$ cat src/rtl/brq_clint.sv
// ---------------------------------------------------------------------------
// brq_clint -- core-local interruptor: machine timer (mtime/mtimecmp) and
// machine software interrupt (MSIP) behind a 32-byte register window.
//
// Register map (byte offsets from BaseAddr, word accesses only):
//   0x00 MSIP         bit0 only, other bits read 0
//   0x08 MTIMECMP_LO
//   0x0C MTIMECMP_HI
//   0x10 MTIME_LO     reading it snapshots mtime[63:32] into a shadow
//   0x14 MTIME_HI     returns the shadow captured by the last LO read
//   0x18 PRESCALE     bits 15:0, only with BRQ_CLINT_PRESCALER_EN
//   anything else in or outside the window -> error response
//
// Build option:
//   BRQ_CLINT_PRESCALER_EN  defined  : mtime advances once every
//                                      PRESCALE+1 cycles (tick counter).
//                           undefined: mtime advances every cycle and
//                                      offset 0x18 is an error.
//
// Ports:
//   clk_i           single clock
//   rst_i           synchronous active-high reset
//   data_req_i      request valid (always granted, no backpressure)
//   data_we_i       1 = write, 0 = read
//   data_be_i       byte enables for writes
//   data_addr_i     byte address
//   data_wdata_i    write data
//   data_gnt_o      grant, combinationally equal to data_req_i
//   data_rvalid_o   response valid, one cycle after each accepted request
//   data_rdata_o    read data (0 for writes and errors)
//   data_err_o      response error
//   irq_software_o  machine software interrupt (MSIP bit0)
//   irq_timer_o     machine timer interrupt, registered mtime >= mtimecmp
// ---------------------------------------------------------------------------
module brq_clint #(
    parameter logic [31:0] BaseAddr = 32'h0200_0000
) (
    input  logic        clk_i,
    input  logic        rst_i,
    input  logic        data_req_i,
    input  logic        data_we_i,
    input  logic [3:0]  data_be_i,
    input  logic [31:0] data_addr_i,
    input  logic [31:0] data_wdata_i,
    output logic        data_gnt_o,
    output logic        data_rvalid_o,
    output logic [31:0] data_rdata_o,
    output logic        data_err_o,
    output logic        irq_software_o,
    output logic        irq_timer_o
);

    localparam logic [4:0] OffMsip      = 5'h00;
    localparam logic [4:0] OffMtimecmpL = 5'h08;
    localparam logic [4:0] OffMtimecmpH = 5'h0C;
    localparam logic [4:0] OffMtimeL    = 5'h10;
    localparam logic [4:0] OffMtimeH    = 5'h14;
`ifdef BRQ_CLINT_PRESCALER_EN
    localparam logic [4:0] OffPrescale  = 5'h18;
`endif

    // Byte-lane merge: lanes with be=1 take the new byte, others keep the old.
    function automatic logic [31:0] merge_lanes(
        input logic [31:0] old_val,
        input logic [31:0] new_val,
        input logic [3:0]  be
    );
        logic [31:0] res;
        res = old_val;
        for (int i = 0; i < 4; i++) begin
            if (be[i]) begin
                res[8*i +: 8] = new_val[8*i +: 8];
            end else begin
                res[8*i +: 8] = old_val[8*i +: 8];
            end
        end
        return res;
    endfunction

    // -----------------------------------------------------------------
    // State
    // -----------------------------------------------------------------
    logic        rvalid_r;
    logic        err_r;
    logic [31:0] rdata_r;
    logic        msip_r;
    logic [63:0] mtimecmp_r;
    logic [63:0] mtime_r;
    logic [31:0] shadow_r;
    logic        irq_timer_r;

    // -----------------------------------------------------------------
    // Address decode
    // -----------------------------------------------------------------
    logic [31:0] offset_s;
    logic        in_window_s;
    logic        acc_err_s;
    logic        sel_msip_s;
    logic        sel_cmp_lo_s;
    logic        sel_cmp_hi_s;
    logic        sel_mtime_lo_s;
    logic        sel_mtime_hi_s;
`ifdef BRQ_CLINT_PRESCALER_EN
    logic        sel_prescale_s;
`endif
    logic        valid_s;
    logic        wr_s;
    logic        rd_s;
    logic [31:0] rd_data_s;
    logic        tick_s;
    logic [63:0] mtime_nxt_s;

    // An address below BaseAddr wraps to a huge offset, so one unsigned
    // compare covers both sides of the window.
    assign offset_s    = data_addr_i - BaseAddr;
    assign in_window_s = (offset_s < 32'd32);

    // Register select and error classification for the current request.
    always_comb begin
        acc_err_s      = 1'b1;
        sel_msip_s     = 1'b0;
        sel_cmp_lo_s   = 1'b0;
        sel_cmp_hi_s   = 1'b0;
        sel_mtime_lo_s = 1'b0;
        sel_mtime_hi_s = 1'b0;
`ifdef BRQ_CLINT_PRESCALER_EN
        sel_prescale_s = 1'b0;
`endif
        if (in_window_s && (offset_s[1:0] == 2'b00)) begin
            case (offset_s[4:0])
                OffMsip: begin
                    sel_msip_s = 1'b1;
                    acc_err_s  = 1'b0;
                end
                OffMtimecmpL: begin
                    sel_cmp_lo_s = 1'b1;
                    acc_err_s    = 1'b0;
                end
                OffMtimecmpH: begin
                    sel_cmp_hi_s = 1'b1;
                    acc_err_s    = 1'b0;
                end
                OffMtimeL: begin
                    sel_mtime_lo_s = 1'b1;
                    acc_err_s      = 1'b0;
                end
                OffMtimeH: begin
                    sel_mtime_hi_s = 1'b1;
                    acc_err_s      = 1'b0;
                end
`ifdef BRQ_CLINT_PRESCALER_EN
                OffPrescale: begin
                    sel_prescale_s = 1'b1;
                    acc_err_s      = 1'b0;
                end
`endif
                default: begin
                    acc_err_s = 1'b1;
                end
            endcase
        end else begin
            acc_err_s = 1'b1;
        end
    end

    // Requests seen while in reset are granted but otherwise ignored.
    assign valid_s = data_req_i & ~rst_i & ~acc_err_s;
    assign wr_s    = valid_s & data_we_i;
    assign rd_s    = valid_s & ~data_we_i;

    // -----------------------------------------------------------------
    // Optional prescaler
    // -----------------------------------------------------------------
`ifdef BRQ_CLINT_PRESCALER_EN
    logic [15:0] prescale_r;
    logic [15:0] tick_cnt_r;
    logic [15:0] prescale_nxt_s;

    assign prescale_nxt_s[7:0]  = data_be_i[0] ? data_wdata_i[7:0]  : prescale_r[7:0];
    assign prescale_nxt_s[15:8] = data_be_i[1] ? data_wdata_i[15:8] : prescale_r[15:8];
    assign tick_s               = (tick_cnt_r == prescale_r);

    // Prescale register and 0..PRESCALE tick counter; a PRESCALE write restarts the count.
    always_ff @(posedge clk_i) begin
        if (rst_i) begin
            prescale_r <= 16'h0000;
            tick_cnt_r <= 16'h0000;
        end else if (wr_s && sel_prescale_s) begin
            prescale_r <= prescale_nxt_s;
            tick_cnt_r <= 16'h0000;
        end else if (tick_s) begin
            tick_cnt_r <= 16'h0000;
        end else begin
            tick_cnt_r <= tick_cnt_r + 16'd1;
        end
    end
`else
    assign tick_s = 1'b1;
`endif

    // -----------------------------------------------------------------
    // Read mux
    // -----------------------------------------------------------------
    // Selected register value for a read in this cycle.
    always_comb begin
        rd_data_s = 32'h0000_0000;
        if (sel_msip_s) begin
            rd_data_s = {31'h0000_0000, msip_r};
        end else if (sel_cmp_lo_s) begin
            rd_data_s = mtimecmp_r[31:0];
        end else if (sel_cmp_hi_s) begin
            rd_data_s = mtimecmp_r[63:32];
        end else if (sel_mtime_lo_s) begin
            rd_data_s = mtime_r[31:0];
        end else if (sel_mtime_hi_s) begin
            rd_data_s = shadow_r;
`ifdef BRQ_CLINT_PRESCALER_EN
        end else if (sel_prescale_s) begin
            rd_data_s = {16'h0000, prescale_r};
`endif
        end else begin
            rd_data_s = 32'h0000_0000;
        end
    end

    // -----------------------------------------------------------------
    // mtime next value: a bus write wins over the tick in the same cycle,
    // so the written value is what is visible afterwards.
    // -----------------------------------------------------------------
    // Next mtime from write, increment (wrapping at 2^64) or hold.
    always_comb begin
        mtime_nxt_s = mtime_r;
        if (wr_s && sel_mtime_lo_s) begin
            mtime_nxt_s[31:0] = merge_lanes(mtime_r[31:0], data_wdata_i, data_be_i);
        end else if (wr_s && sel_mtime_hi_s) begin
            mtime_nxt_s[63:32] = merge_lanes(mtime_r[63:32], data_wdata_i, data_be_i);
        end else if (tick_s) begin
            mtime_nxt_s = mtime_r + 64'd1;
        end else begin
            mtime_nxt_s = mtime_r;
        end
    end

    // mtime register and the HI shadow captured on every MTIME_LO read.
    always_ff @(posedge clk_i) begin
        if (rst_i) begin
            mtime_r  <= 64'h0000_0000_0000_0000;
            shadow_r <= 32'h0000_0000;
        end else begin
            mtime_r <= mtime_nxt_s;
            if (rd_s && sel_mtime_lo_s) begin
                shadow_r <= mtime_r[63:32];
            end
        end
    end

    // Software interrupt pending bit and timer compare value.
    always_ff @(posedge clk_i) begin
        if (rst_i) begin
            msip_r     <= 1'b0;
            mtimecmp_r <= 64'hFFFF_FFFF_FFFF_FFFF;
        end else begin
            if (wr_s && sel_msip_s && data_be_i[0]) begin
                msip_r <= data_wdata_i[0];
            end
            if (wr_s && sel_cmp_lo_s) begin
                mtimecmp_r[31:0] <= merge_lanes(mtimecmp_r[31:0], data_wdata_i, data_be_i);
            end
            if (wr_s && sel_cmp_hi_s) begin
                mtimecmp_r[63:32] <= merge_lanes(mtimecmp_r[63:32], data_wdata_i, data_be_i);
            end
        end
    end

    // Level timer interrupt, one cycle behind the mtime/mtimecmp state.
    always_ff @(posedge clk_i) begin
        if (rst_i) begin
            irq_timer_r <= 1'b0;
        end else begin
            irq_timer_r <= (mtime_r >= mtimecmp_r);
        end
    end

    // Bus response: every granted request outside reset answers next cycle.
    always_ff @(posedge clk_i) begin
        if (rst_i) begin
            rvalid_r <= 1'b0;
            err_r    <= 1'b0;
            rdata_r  <= 32'h0000_0000;
        end else begin
            rvalid_r <= data_req_i;
            err_r    <= data_req_i & acc_err_s;
            rdata_r  <= rd_s ? rd_data_s : 32'h0000_0000;
        end
    end

    // Responses and the timer interrupt are masked while rst_i is high so a
    // response that was already registered when reset arrives is dropped.
    assign data_gnt_o     = data_req_i;
    assign data_rvalid_o  = rvalid_r & ~rst_i;
    assign data_err_o     = err_r & ~rst_i;
    assign data_rdata_o   = rdata_r & {32{~rst_i}};
    assign irq_timer_o    = irq_timer_r & ~rst_i;
    assign irq_software_o = msip_r;

endmodule
$ cat config.mk
export PLATFORM = sky130hd
export DESIGN_NAME = brq_clint
export DESIGN_NICKNAME = d
export VERILOG_FILES = /design/src/rtl/brq_clint.sv
export SDC_FILE = /design/constraint.sdc
export NUM_CORES = 1
export LEC_CHECK = 0
export BUFFER_PORTS_ARGS = -buffer_cell sky130_fd_sc_hd__clkbuf_2
export CAP_MARGIN = 20
export CORE_MARGIN = 2
export CORE_UTILIZATION = 63
export DETAILED_ROUTE_END_ITERATION = 10
export PLACE_DENSITY = 0.84
export SYNTH_ARGS = -nofsm -noshare
export SYNTH_HDL_FRONTEND = slang
export SYNTH_SLANG_ARGS = --single-unit
$ cat constraint.sdc
create_clock -name clk_i -period 5.7 [get_ports clk_i]
set_input_delay 1.14 -clock clk_i [delete_from_list [all_inputs] [get_ports clk_i]]
set_output_delay 1.14 -clock clk_i [all_outputs]
set_load 0.005 [all_outputs]
==> results.cfg <==
[run_status]
outcome = finished, final reports clean

[die]
coreArea_um2 = 18000
dieHeight_um = 140
design.die.area_um2 = 19600
start_util = 0.646
rows = 49
die_x_um = 140
ios = 109

[sta]
drv_slew = 0
rsz0062_at_grt = no
hold_violations = 0
worst_pin_slew_ns = 1.09
holdWs_ns = 0.454
finalClockSkew_ns = 0.00932
finalSetupViolCount = 0
relSlewSlack = 0.270
fin_crit_ns = 4.00
fin_crit_sh = 0.702
clock.fmax_mhz = 250
tns_ns = 0
fin_ws_ns = 1.70

[clock_network]
holdBufCountCts = 0
clk_latency_ns = 0.45
cts_resized = 0
postCtsSetupRepairBufs = 0
cts_buffer_depth = 2
htreeDepth = 4
cts_buffers = 17
ctsRootBufferMaster = clkbuf_16
clkTransAtPathRegs_ns = 0.07
cts_sinks = 196
cts_tree = yes

[synthesis]
synthCells = 1414
synth_nets = 1552
synth_cell_types = 79
yosys.area.top_type = dfxtp_1
synth_edf_count = 0
syn_area_um2 = 11600
syn_area_per_cell_um2 = 8.23
synth.top_cell.area_share = 0.337
synth_flop_cell = dfxtp_1
synthTopCellsByArea = dfxtp_1, ha_1, nand2_1
yosysWarningCount = 0
async_flop_share = 0
ys_ff_latch = 196
synth.yosys.seq_area_share = 0.337

[job]
max_cap_viol_count = 0

[worst_setup_path]
cp.required_ns = 4.56
crit_fanout = 52
setup.worst_path.class = in2out
rrSetupSlack_ns = 2.45
start_kind = input port
worstPathArrival_ns = 2.86
crit_path_end_kind = output port

[route]
wl_per_cell_um = 21.5
avgViaCountPerCell = 6.87
drt-total-wl_um = 36900
final_antenna_net_count = 0
drc = 0
drt_iter0_markers = 1614
dr.pass1.iters = 9
vias = 11758

[pwr]
peakVddDrop_v = 0.000379
p_leak_uw = 0.00583
power_density_nw_per_um2 = 218

[placement]
dpl.hpwl_um = 25300
dpl.cell_count = 1680
place.gp.congestion = 0.965
io_buffers = 108
post-place-ws_ns = 1.59

[global_route]
antenna_found_initial = 0
grt_pass1_wl_um = 58600
grt_max_degree = 57
grt_pass1_vias = 11093
grt-ovfl-total = 0
grt.total_usage = 0.372

[finish]
layout.cells.non_filler = 1712
antenna_cells = 0
nNetsFinal = 1608
ff_latch_area_um2 = 3920
layout_common_cells = nand2_1, dfxtp_1, a21oi_1, clkbuf_2, inv_1
drive_gt1_frac = 0.135
post-route-util = 0.712
syn2layout_area_growth_pct = 10.3
multi_input_area_um2 = 7010
layout_commonest_cell = nand2_1
fillCellCount = 1434

[worst_hold_path]
hold_path_class = reg2reg
-- synth_stat cells, drive strengths merged (6+ instances only) --
master / number
inv: 82
and2: 13
ha: 66
nor4b: 7
and3: 18
nand2b: 6
nor3: 32
a211oi: 19
nand3: 49
a21oi: 123
and4: 7
a22oi: 64
mux2i: 74
clkbuf: 49
nand4: 44
o32ai: 9
nor2b: 39
dfxtp: 196
nor4: 37
or3: 14
or4: 6
o211ai: 11
buf: 40
a22o: 6
nand2: 205
a31oi: 14
o31ai: 17
nor2: 52
o21ai: 44
a32o: 13
-- routing by layer --
layer	share of wire	track usage	vias up
li1	-	-	5340
met1	0.39	0.487	5485
met2	0.45	0.583	745
met3	0.11	0.0803	188
met4	0.051	0.187	0
met5	0	0	-
-- sequential cells by signal (all words and copies together) (netlist names) --
name            cells
err_r               1
mtimecmp_r         64
mtime_r            64
irq_software_o      1
irq_timer_r         1
shadow_r           32
rvalid_r            1
rdata_r            32
-- where the power goes --
part / internal, uW / switching [uW]
sequential: 1370 / 3.67
combinational: 39.8 / 96.8
clock: 721 / 573
-- cells by family after synthesis --
family	Yosys count	synth area share
and+or+nand+nor	535	0.252
AOI/OAI and AO/OA	365	0.209
DFF	196	0.337
buffers and inverters	173	0.0629
muxes	77	0.0665
adders and majority gates	66	0.0709
xor gates and xnor gates	2	0.00150
-- through the flow --
step | total power, uW | cell area [um2]
after floorplan | 1470 | 11600
after global placement | 1530 | 12200
after detailed placement | 1540 | 12200
after CTS | 2800 | 12800
after global routing | 2870 | 12800
final | 2800 | 12800
-- cell type report --
cell class / instances / share of cell area
Clock inverter: 13 / 0.0134
Timing Repair Buffer: 126 / 0.0528
Clock buffer: 19 / 0.0353
Multi-Input combinational cell: 1045 / 0.546
Sequential cell: 196 / 0.306
Tap cell: 229 / 0.0223
Inverter: 84 / 0.0246
-- critical path, cell delays in order --
cell and delay, ns:
buf_4 0.23, buf_4 0.53, buf_4 0.64, nor2b_1 0.10, clkbuf_2 0.14
-- final timing paths --
check / start / endpoint / cells past startpoint
worst max register to register: mtime_r[5] / mtime_r[63] / 6
worst min-delay path: shadow_r[2] / shadow_r[2] / 2
worst max-delay path: rst_i / data_rdata_o[19] / 5
worst min register to register: shadow_r[2] / shadow_r[2] / 2
No activity file was read; power rests on OpenSTA's default activity.
